<file path="config.mk">
export PLATFORM = sky130hd
export DESIGN_NAME = instruction_decode_stage
export DESIGN_NICKNAME = d
export VERILOG_FILES = /design/src/rtl/instruction_decode_stage_pkg.sv /design/src/rtl/instruction_decode_stage_hazard_unit.sv /design/src/rtl/instruction_decode_stage.sv
export SDC_FILE = /design/constraint.sdc
export NUM_CORES = 2
export LEC_CHECK = 0
export CAP_MARGIN = 15
export CORE_UTILIZATION = 61
export DETAILED_ROUTE_END_ITERATION = 8
export PLACE_DENSITY_LB_ADDON = 0.05
export SYNTH_ARGS = -nofsm -noshare
export SYNTH_HDL_FRONTEND = slang
export SYNTH_SLANG_ARGS = --single-unit
</file>
<file path="constraint.sdc">
create_clock -name clk -period 3.5 [get_ports clk]
set_input_delay 0.7 -clock clk [delete_from_list [all_inputs] [get_ports clk]]
set_output_delay 0.7 -clock clk [all_outputs]
set_load 0.02 [all_outputs]
</file>
<file path="src/rtl/instruction_decode_stage_pkg.sv">
// instruction_decode_stage_pkg: opcodes, control-bit positions and opcode decode shared by the decode stage.
package instruction_decode_stage_pkg;

   localparam int DEFAULT_DATA_WIDTH     = 32;
   localparam int DEFAULT_REG_ADDR_WIDTH = 5;

   localparam logic [5:0] OP_RTYPE = 6'h00;
   localparam logic [5:0] OP_BEQ   = 6'h04;
   localparam logic [5:0] OP_ADDI  = 6'h08;
   localparam logic [5:0] OP_LW    = 6'h23;
   localparam logic [5:0] OP_SW    = 6'h2B;

   localparam int WB_REG_WRITE  = 0;
   localparam int WB_MEM_TO_REG = 1;
   localparam int MEM_WRITE     = 0;
   localparam int MEM_READ      = 1;
   localparam int MEM_BRANCH    = 2;
   localparam int EX_ALU_SRC    = 0;
   localparam int EX_REG_DST    = 1;
   localparam int EX_ALU_OP     = 2;

   localparam logic [1:0] ALU_ADD   = 2'b00;
   localparam logic [1:0] ALU_SUB   = 2'b01;
   localparam logic [1:0] ALU_FUNCT = 2'b10;

   typedef struct packed {
      logic [1:0] wb;
      logic [2:0] mem;
      logic [3:0] ex;
   } ctrl_t;

   function automatic ctrl_t decode_op(input logic [5:0] op);
      ctrl_t c;
      c = '0;
      case (op)
         OP_RTYPE: begin
            c.wb[WB_REG_WRITE]   = 1'b1;
            c.ex[EX_REG_DST]     = 1'b1;
            c.ex[EX_ALU_OP +: 2] = ALU_FUNCT;
         end
         OP_ADDI: begin
            c.wb[WB_REG_WRITE]   = 1'b1;
            c.ex[EX_ALU_SRC]     = 1'b1;
            c.ex[EX_ALU_OP +: 2] = ALU_ADD;
         end
         OP_LW: begin
            c.wb[WB_REG_WRITE]   = 1'b1;
            c.wb[WB_MEM_TO_REG]  = 1'b1;
            c.mem[MEM_READ]      = 1'b1;
            c.ex[EX_ALU_SRC]     = 1'b1;
            c.ex[EX_ALU_OP +: 2] = ALU_ADD;
         end
         OP_SW: begin
            c.mem[MEM_WRITE]     = 1'b1;
            c.ex[EX_ALU_SRC]     = 1'b1;
            c.ex[EX_ALU_OP +: 2] = ALU_ADD;
         end
         OP_BEQ: begin
            c.mem[MEM_BRANCH]    = 1'b1;
            c.ex[EX_ALU_OP +: 2] = ALU_SUB;
         end
         default: c = '0;
      endcase
      return c;
   endfunction

endpackage

</file>
<file path="src/rtl/instruction_decode_stage_hazard_unit.sv">
// hazard_unit: load-use detection and the bubble counter that freezes PC and IF/ID.
module hazard_unit #(
   parameter int REG_ADDR_WIDTH  = 5,
   parameter int LOAD_USE_STALLS = 1
) (
   input  logic                      clk,
   input  logic                      rst_n,
   input  logic                      if_id_valid,
   input  logic                      id_ex_valid,
   input  logic                      id_ex_mem_read,
   input  logic                      flush,
   input  logic [REG_ADDR_WIDTH-1:0] id_ex_rt,
   input  logic [REG_ADDR_WIDTH-1:0] if_id_rs,
   input  logic [REG_ADDR_WIDTH-1:0] if_id_rt,
   output logic                      bubble,
   output logic                      pc_write,
   output logic                      if_id_write
);

   logic [1:0] stall_count;
   logic       detect;

   assign detect = if_id_valid & id_ex_valid & id_ex_mem_read & (id_ex_rt != '0)
                 & ((id_ex_rt == if_id_rs) | (id_ex_rt == if_id_rt));
   assign bubble      = detect | (stall_count != 2'd0);
   assign pc_write    = ~bubble | flush;
   assign if_id_write = pc_write;

   // a running count masks new detects, so back-to-back hazards never overlap
   always_ff @(posedge clk or negedge rst_n)
      if (!rst_n) stall_count <= 2'd0;
      else stall_count <= flush ? 2'd0
                        : (stall_count != 2'd0) ? stall_count - 2'd1
                        : detect ? 2'(LOAD_USE_STALLS - 1) : 2'd0;

endmodule

</file>
<file path="src/rtl/instruction_decode_stage.sv">
// instruction_decode_stage: register file with bypass, opcode decode, hazard stall and the ID/EX register.
module instruction_decode_stage
   import instruction_decode_stage_pkg::*;
#(
   parameter int DATA_WIDTH      = DEFAULT_DATA_WIDTH,
   parameter int REG_ADDR_WIDTH  = DEFAULT_REG_ADDR_WIDTH,
   parameter int LOAD_USE_STALLS = 1
) (
   input  logic                      clk,
   input  logic                      resetN,
   input  logic [DATA_WIDTH-1:0]     programCounterIn,
   input  logic [31:0]               instruction,
   input  logic                      ifIdValid,
   input  logic                      flush,
   input  logic [REG_ADDR_WIDTH-1:0] writeRegister,
   input  logic [DATA_WIDTH-1:0]     writeData,
   input  logic                      regWrite,
   output logic                      idExValid,
   output logic [1:0]                writeBackControl,
   output logic [2:0]                memAccessControl,
   output logic [3:0]                calculationControl,
   output logic [DATA_WIDTH-1:0]     programCounterOut,
   output logic [DATA_WIDTH-1:0]     readData1,
   output logic [DATA_WIDTH-1:0]     readData2,
   output logic [DATA_WIDTH-1:0]     immediateOperand,
   output logic [REG_ADDR_WIDTH-1:0] rs,
   output logic [REG_ADDR_WIDTH-1:0] rt,
   output logic [REG_ADDR_WIDTH-1:0] rd,
   output logic                      pcWrite,
   output logic                      ifIdWrite
);

   logic [DATA_WIDTH-1:0]     regs [2**REG_ADDR_WIDTH];
   logic [REG_ADDR_WIDTH-1:0] src_rs, src_rt, src_rd;
   logic [DATA_WIDTH-1:0]     rd1, rd2, imm;
   logic                      bubble, load_ctrl;
   ctrl_t                     ctrl;

   assign src_rs = REG_ADDR_WIDTH'(instruction[25:21]);
   assign src_rt = REG_ADDR_WIDTH'(instruction[20:16]);
   assign src_rd = REG_ADDR_WIDTH'(instruction[15:11]);
   assign imm    = {{(DATA_WIDTH-16){instruction[15]}}, instruction[15:0]};
   assign ctrl   = decode_op(instruction[31:26]);

   // r0 check comes first so a write to r0 can never be bypassed
   assign rd1 = (src_rs == '0) ? '0 : (regWrite && writeRegister == src_rs) ? writeData : regs[src_rs];
   assign rd2 = (src_rt == '0) ? '0 : (regWrite && writeRegister == src_rt) ? writeData : regs[src_rt];

   always_ff @(posedge clk or negedge resetN)
      if (!resetN) for (int i = 0; i < 2**REG_ADDR_WIDTH; i++) regs[i] <= '0;
      else if (regWrite && writeRegister != '0) regs[writeRegister] <= writeData;

   hazard_unit #(
      .REG_ADDR_WIDTH (REG_ADDR_WIDTH),
      .LOAD_USE_STALLS(LOAD_USE_STALLS)
   ) u_hazard (
      .clk           (clk),
      .rst_n         (resetN),
      .if_id_valid   (ifIdValid),
      .id_ex_valid   (idExValid),
      .id_ex_mem_read(memAccessControl[MEM_READ]),
      .flush         (flush),
      .id_ex_rt      (rt),
      .if_id_rs      (src_rs),
      .if_id_rt      (src_rt),
      .bubble        (bubble),
      .pc_write      (pcWrite),
      .if_id_write   (ifIdWrite)
   );

   assign load_ctrl = ifIdValid & ~flush & ~bubble;

   always_ff @(posedge clk or negedge resetN)
      if (!resetN) begin
         idExValid          <= 1'b0;
         writeBackControl   <= '0;
         memAccessControl   <= '0;
         calculationControl <= '0;
         programCounterOut  <= '0;
         readData1          <= '0;
         readData2          <= '0;
         immediateOperand   <= '0;
         rs                 <= '0;
         rt                 <= '0;
         rd                 <= '0;
      end else begin
         idExValid <= load_ctrl;
         {writeBackControl, memAccessControl, calculationControl} <= load_ctrl ? ctrl : '0;
         programCounterOut <= programCounterIn;
         readData1         <= rd1;
         readData2         <= rd2;
         immediateOperand  <= imm;
         rs                <= src_rs;
         rt                <= src_rt;
         rd                <= src_rd;
      end

endmodule

</file>
### After elaboration in Yosys (flattened, before gate mapping)

Index checks and enable logic that the tools add are counted.

| cells by class | value |
|---|---|
| add/subtract/negate cells | 1 |
| order comparisons | 4 |
| equal/unequal tests | 8 |
| mux-type cells | 23 |
| bitwise operators | 14 |
| reduce and logical (&&, ||, !) cells | 12 |

Operators with widths:

| cell | count |
|---|---|
| $bwmux 1024 | 1 |
| $bmux 32 s5 | 2 |
| $mux 32 | 9 |
| $demux 32 s5 | 1 |
| $eq 5x5->1 | 4 |
| $ge 6x6->1 const B | 3 |
| $not 5->6 | 3 |
| $eq 6x6->1 const B | 2 |
| $logic_not 5->1 | 2 |
| $reduce_bool 5->1 | 2 |
| $mux 9 | 1 |
| $and 1x1->1 | 6 |
| $eq 6x3->1 const B | 1 |
| $eq 6x4->1 const B | 1 |
| $logic_not 6->1 | 1 |
| $lt 6x1->1 const B | 1 |
| $mux 1 | 6 |
| $reduce_or 3->1 | 2 |
| $logic_and 1x1->1 | 4 |
| $mux 2 | 2 |
| $pmux 2 s2 | 1 |
| $or 1x1->1 | 3 |
| $not 1->1 | 2 |
| $reduce_bool 2->1 | 1 |
| $sub 2x1->2 const B | 1 |

| word-level totals | value |
|---|---|
| register bits | 1163 |
| output and inout port bits | 155 |

### Longest topological paths before layout

| depth | value |
|---|---|
| depth after elaboration | 8 |
| mapped depth | 10 |
| depth with buffers taken out | 5 |

### Cells and area by module

Synthesis repeated with hierarchy kept, for this count alone.

| unflattened totals | value |
|---|---|
| cell total of the unflattened synthesis | 4116 |
| area total of the unflattened synthesis | 59110.4 um^2 |

By module, submodules not included:

| module | instances | cells each | area each (um^2) | sequential area each (um^2) |
|---|---|---|---|---|
| instruction_decode_stage | 1 | 4090 | 58882.7 | 28877.7 |
| hazard_unit | 1 | 26 | 227.7 | 50.0 |

### Least setup slack after synthesis

No wires, ideal clock.

| path | value |
|---|---|
| path type | input port to output port |
| from | in instruction[16] |
| to | out pcWrite |
| arrival | 2737 ps |
| data required time | 2800 ps |
| setup slack | 63 ps |
| cell stages on the path | 10 |
| cells stage by stage | buf_2 -> buf_6 -> buf_4 -> buf_4 -> xor2_1 -> nor3_1 -> a22oi_1 -> nor2_1 -> o31ai_1 -> buf_4 |

| on the way | value |
|---|---|
| longest elaborated chain between the ends | 6 |

RTL lines:

| element | RTL line | source |
|---|---|---|
| start, declared | instruction_decode_stage.sv:12 | `input logic [31:0] instruction,` |
| $eq 5x5->1 | instruction_decode_stage_hazard_unit.sv:24 | `& ((id_ex_rt == if_id_rs) \| (id_ex_rt == if_id_rt));` |
| $or 1x1->1 | instruction_decode_stage_hazard_unit.sv:24 |  |
| $and 1x1->1 | instruction_decode_stage_hazard_unit.sv:24 |  |
| $or 1x1->1 | instruction_decode_stage_hazard_unit.sv:25 | `assign bubble = detect \| (stall_count != 2'd0);` |
| $not 1->1 | instruction_decode_stage_hazard_unit.sv:26 | `assign pc_write = ~bubble \| flush;` |
| $or 1x1->1 | instruction_decode_stage_hazard_unit.sv:26 |  |
| end, declared | instruction_decode_stage.sv:29 | `output logic pcWrite,` |

No other way between the ends.

### Worst setup path in the final report

| path | value |
|---|---|
| from | in instruction[19] |
| to | out pcWrite |

The elaborated chain is that of the path after synthesis.

==> results by group <==
Status
  • Status: complete, but fails checks
  • Violated checks: setup timing

Detailed routing
  • Post-route ant nets: 0
  • Residual DRC count: 0
  • DR vias/cell: between 7 and 8
  • Post-Route WL: between 150,000 and 200,000 um
  • DRT iter0 DRCs: between 4,000 and 5,000
  • First drt pass iteration count: 7
  • Vias: ~40,000
  • DR WL/cell: 34.12 um

Power and ir drop
  • Power, Total: roughly 38 mW
  • Worst VDD drop: between 0.4 and 0.5 mV
  • PwrDens: 569.2 mW/mm^2
  • Leakage power: a little under 30 nW

Floorplanning
  • Core ar.: about 0.094 mm^2
  • Die X: between 300 and 400 um
  • I/O pins: ~260
  • Full die area: 0.09670 mm^2
  • Initial Util: roughly 62%
  • Die Y: between 300 and 400 um
  • # rows: 112

Worst hold path
  • Hold Path Stages: 2
  • HP Class: in -> reg
  • HP Start: instruction[21]
  • Hold Crit Endpoint: rs[0]$_DFF_PN0_

Critical path
  • Worst Path Max Fanout: 2
  • R2R Setup Slk: about 1200 ps
  • Setup crit start: instruction[19]
  • Worst r2r dst: readData1[30]$_DFF_PN0_
  • Setup crit end kind: primary output
  • Critical path type: in -> out
  • R2R cell count: 5
  • CP startpoint kind: input pin
  • Critical Path RT: 2800 ps
  • Worst r2r src: regs[574]$_DFFE_PN0P_
  • CP Data Arrival Time: about 2800 ps

Synthesis
  • Synth async-reset ratio: 100.0%
  • Mapped cell area: a little under 0.06 mm^2
  • Main synth FF type: dfrtp_1
  • Seq cells post-synth: 1,156
  • Post-synth EDFFs: 0
  • Syn Nets: ~4,100
  • Synth top area share: slightly below 50%
  • Register area share after synthesis: between 40 and 50%
  • Avg Inst Size Synth: around 15 um^2
  • Warnings from Yosys: 0
  • Dominant cell type by area after synthesis: dfrtp_1
  • Post-Syn Instances: 3,973
  • Synth top area cells: dfrtp_1 (50%), mux2_2 (20%), mux4_2 (14%)
  • Netlist cell types: 51

Final layout
  • P&R area growth vs syn: 15.56%
  • Final Util: a little under three quarters
  • Final Net Count: between 4,000 and 5,000
  • Filler cells: 6,147
  • Most frequent cells in the layout: dfrtp_1 (1,155), mux2_2 (1,013), mux4_2 (372)
  • Layout cells sized above 1: approximately 44%
  • Design area: 0.06729 mm^2
  • Most common cell after layout, fill and taps aside: dfrtp_1

Placement
  • Setup WS pre-CTS: -432.4 ps
  • Placed cell areas: 0.06308 mm^2
  • # port buffers: 260
  • Post-DP HPWL: 112,800 um
  • Final GP Congestion: 0.8713

Clock network
  • Worst skew pair latency: 730 ps
  • Postcts setup bufs: 0
  • Clk root buf: clkbuf_16
  • CTS buffer count: 120
  • CTS tree: done
  • Worst-path clk slew: 60 ps
  • Clock Tree Buf Depth: 3
  • Clock tree sinks: 1,156
  • H-tree level count: 3

Timing
  • Worst-Margin Slew: between 1000 and 1500 ps
  • Worst rel slew slack: between 10% and 20%
  • Final setup violation count: 2
  • Fin crit period: ~3500 ps
  • Endpoints failing hold: 0
  • Max Clock Freq: ~280 MHz
  • Fin. max-slew vios: 0
  • Final period util: 100.5%
  • Final Worst Setup Slack: -15.79 ps
  • Clk_skew: 24.36 ps
  • Unrepaired setup endpoints after global routing: yes

GRT
  • Via count of the first global-routing pass: about 42,000
  • First-pass GRT wire length: around 280,000 um
  • GRT overflow: 0
  • Initial antenna violation count: 8
  • GRT Total Usage: roughly two fifths
  • Largest net degree at the start of global routing: roughly 120

Run
  • Max_cap viols: 0
==> worst max path at each step <==
stage,to,slack [ps],cells past startpoint
6_report,pcWrite,-20,9
5_1_grt,pcWrite,-80,5
4_1_cts,pcWrite,-20,5
3_5_place_dp,pcWrite,-430,9
3_3_place_gp,ifIdWrite,-430,9
2_1_floorplan,pcWrite,60,10
==> through the flow <==
stage	TNS [ps]	instances	hold WS (ps)
5_1_grt	-151.6	5471	367.6
4_1_cts	-22.52	5463	354.6
6_report	-25.27	5474	384.4
3_3_place_gp	-841.8	5237	376.3
3_5_place_dp	-857.0	5237	383.3
2_1_floorplan	0	3973	404.4
==> cell type report <==
class / instances / area (um^2) / share of cell area [%]
sequential: 1156 / 28930 / 42.99
multi-input combinational: 2346 / 27380 / 40.68
timing repair buffer: 483 / 5321 / 7.908
clock buffer: 181 / 3515 / 5.223
tap: 1254 / 1569 / 2.332
clock inverter: 44 / 554.3 / 0.8237
antenna: 7 / 17.52 / 0.02603
inverter: 3 / 11.26 / 0.01673
==> cells in the mapped netlist (all sizes together) (2+ instances only) <==
| cell | n |
|---|---|
| nor4b | 2 |
| nand2 | 63 |
| or3b | 3 |
| nor2b | 5 |
| a22oi | 80 |
| nand3b | 8 |
| o21ai | 10 |
| clkbuf | 261 |
| nor3b | 5 |
| o221ai | 50 |
| nand3 | 23 |
| o22ai | 50 |
| mux4 | 372 |
| nand2b | 2 |
| dfrtp | 1156 |
| and3 | 2 |
| nor2 | 37 |
| and3b | 3 |
| a221o | 4 |
| mux2 | 1013 |
| nor3 | 17 |
| mux2i | 272 |
| and2 | 3 |
| a211oi | 6 |
| inv | 3 |
| a22o | 92 |
| buf | 207 |
| xor2 | 12 |
| a2111oi | 52 |
| a21oi | 118 |
| xnor2 | 8 |
| a32o | 19 |
==> state kept, by name (all words and copies together) (netlist names), 4 cells and up <==
| signal | flops |
|---|---|
| readData1 | 32 |
| immediateOperand | 12 |
| regs | 1024 |
| rs | 5 |
| rt | 5 |
| rd | 4 |
| programCounterOut | 32 |
| readData2 | 32 |
| calculationControl | 4 |
==> layer usage <==
layer	vias to the layer above	global-route usage (%)	wire length, um
met4	6	21.70	11740
met2	2112	61.72	89000
met3	655	8.871	16650
met1	20910	50.04	69310
li1	15550	-	-
met5	-	0	44
==> worst max-delay path, cell delays in order <==
cell and delay [ps]:
clkdlybuf4s50_1 480, buf_4 190, xor2_1 170, nor2_1 70, a22oi_2 300, buf_4 200
nor2_1 60, o31ai_1 260, dlygate4sd1_1 360
==> timing repair <==
action | CTS | global route
pin swaps | 0 | 0
resized for setup | 9 | 0
gates cloned | 0 | 0
hold buffers | 1 | 0
hold endpoints to repair | 21 | 0
endpoints found under the setup margin | 2 | 2
==> power by group <==
| part | internal [mW] | leakage (nW) | switching [mW] | total [mW] |
|---|---|---|---|---|
| Clock | 7.72 | 2.01 | 5.50 | 13.2 |
| Sequential | 15.8 | 14.7 | 1.82 | 17.6 |
| Combinational | 4.37 | 12.6 | 3.11 | 7.49 |
==> cell families after synthesis <==
family / Yosys count / share of synthesized area (%)
xor+xnor: 20 / 0.3008
mux: 1657 / 38.65
flops: 1156 / 49.68
compound gates: 488 / 6.158
buf+inv: 471 / 3.702
simple gates: 181 / 1.506
Note: power is estimated with default switching activity, not from simulation.
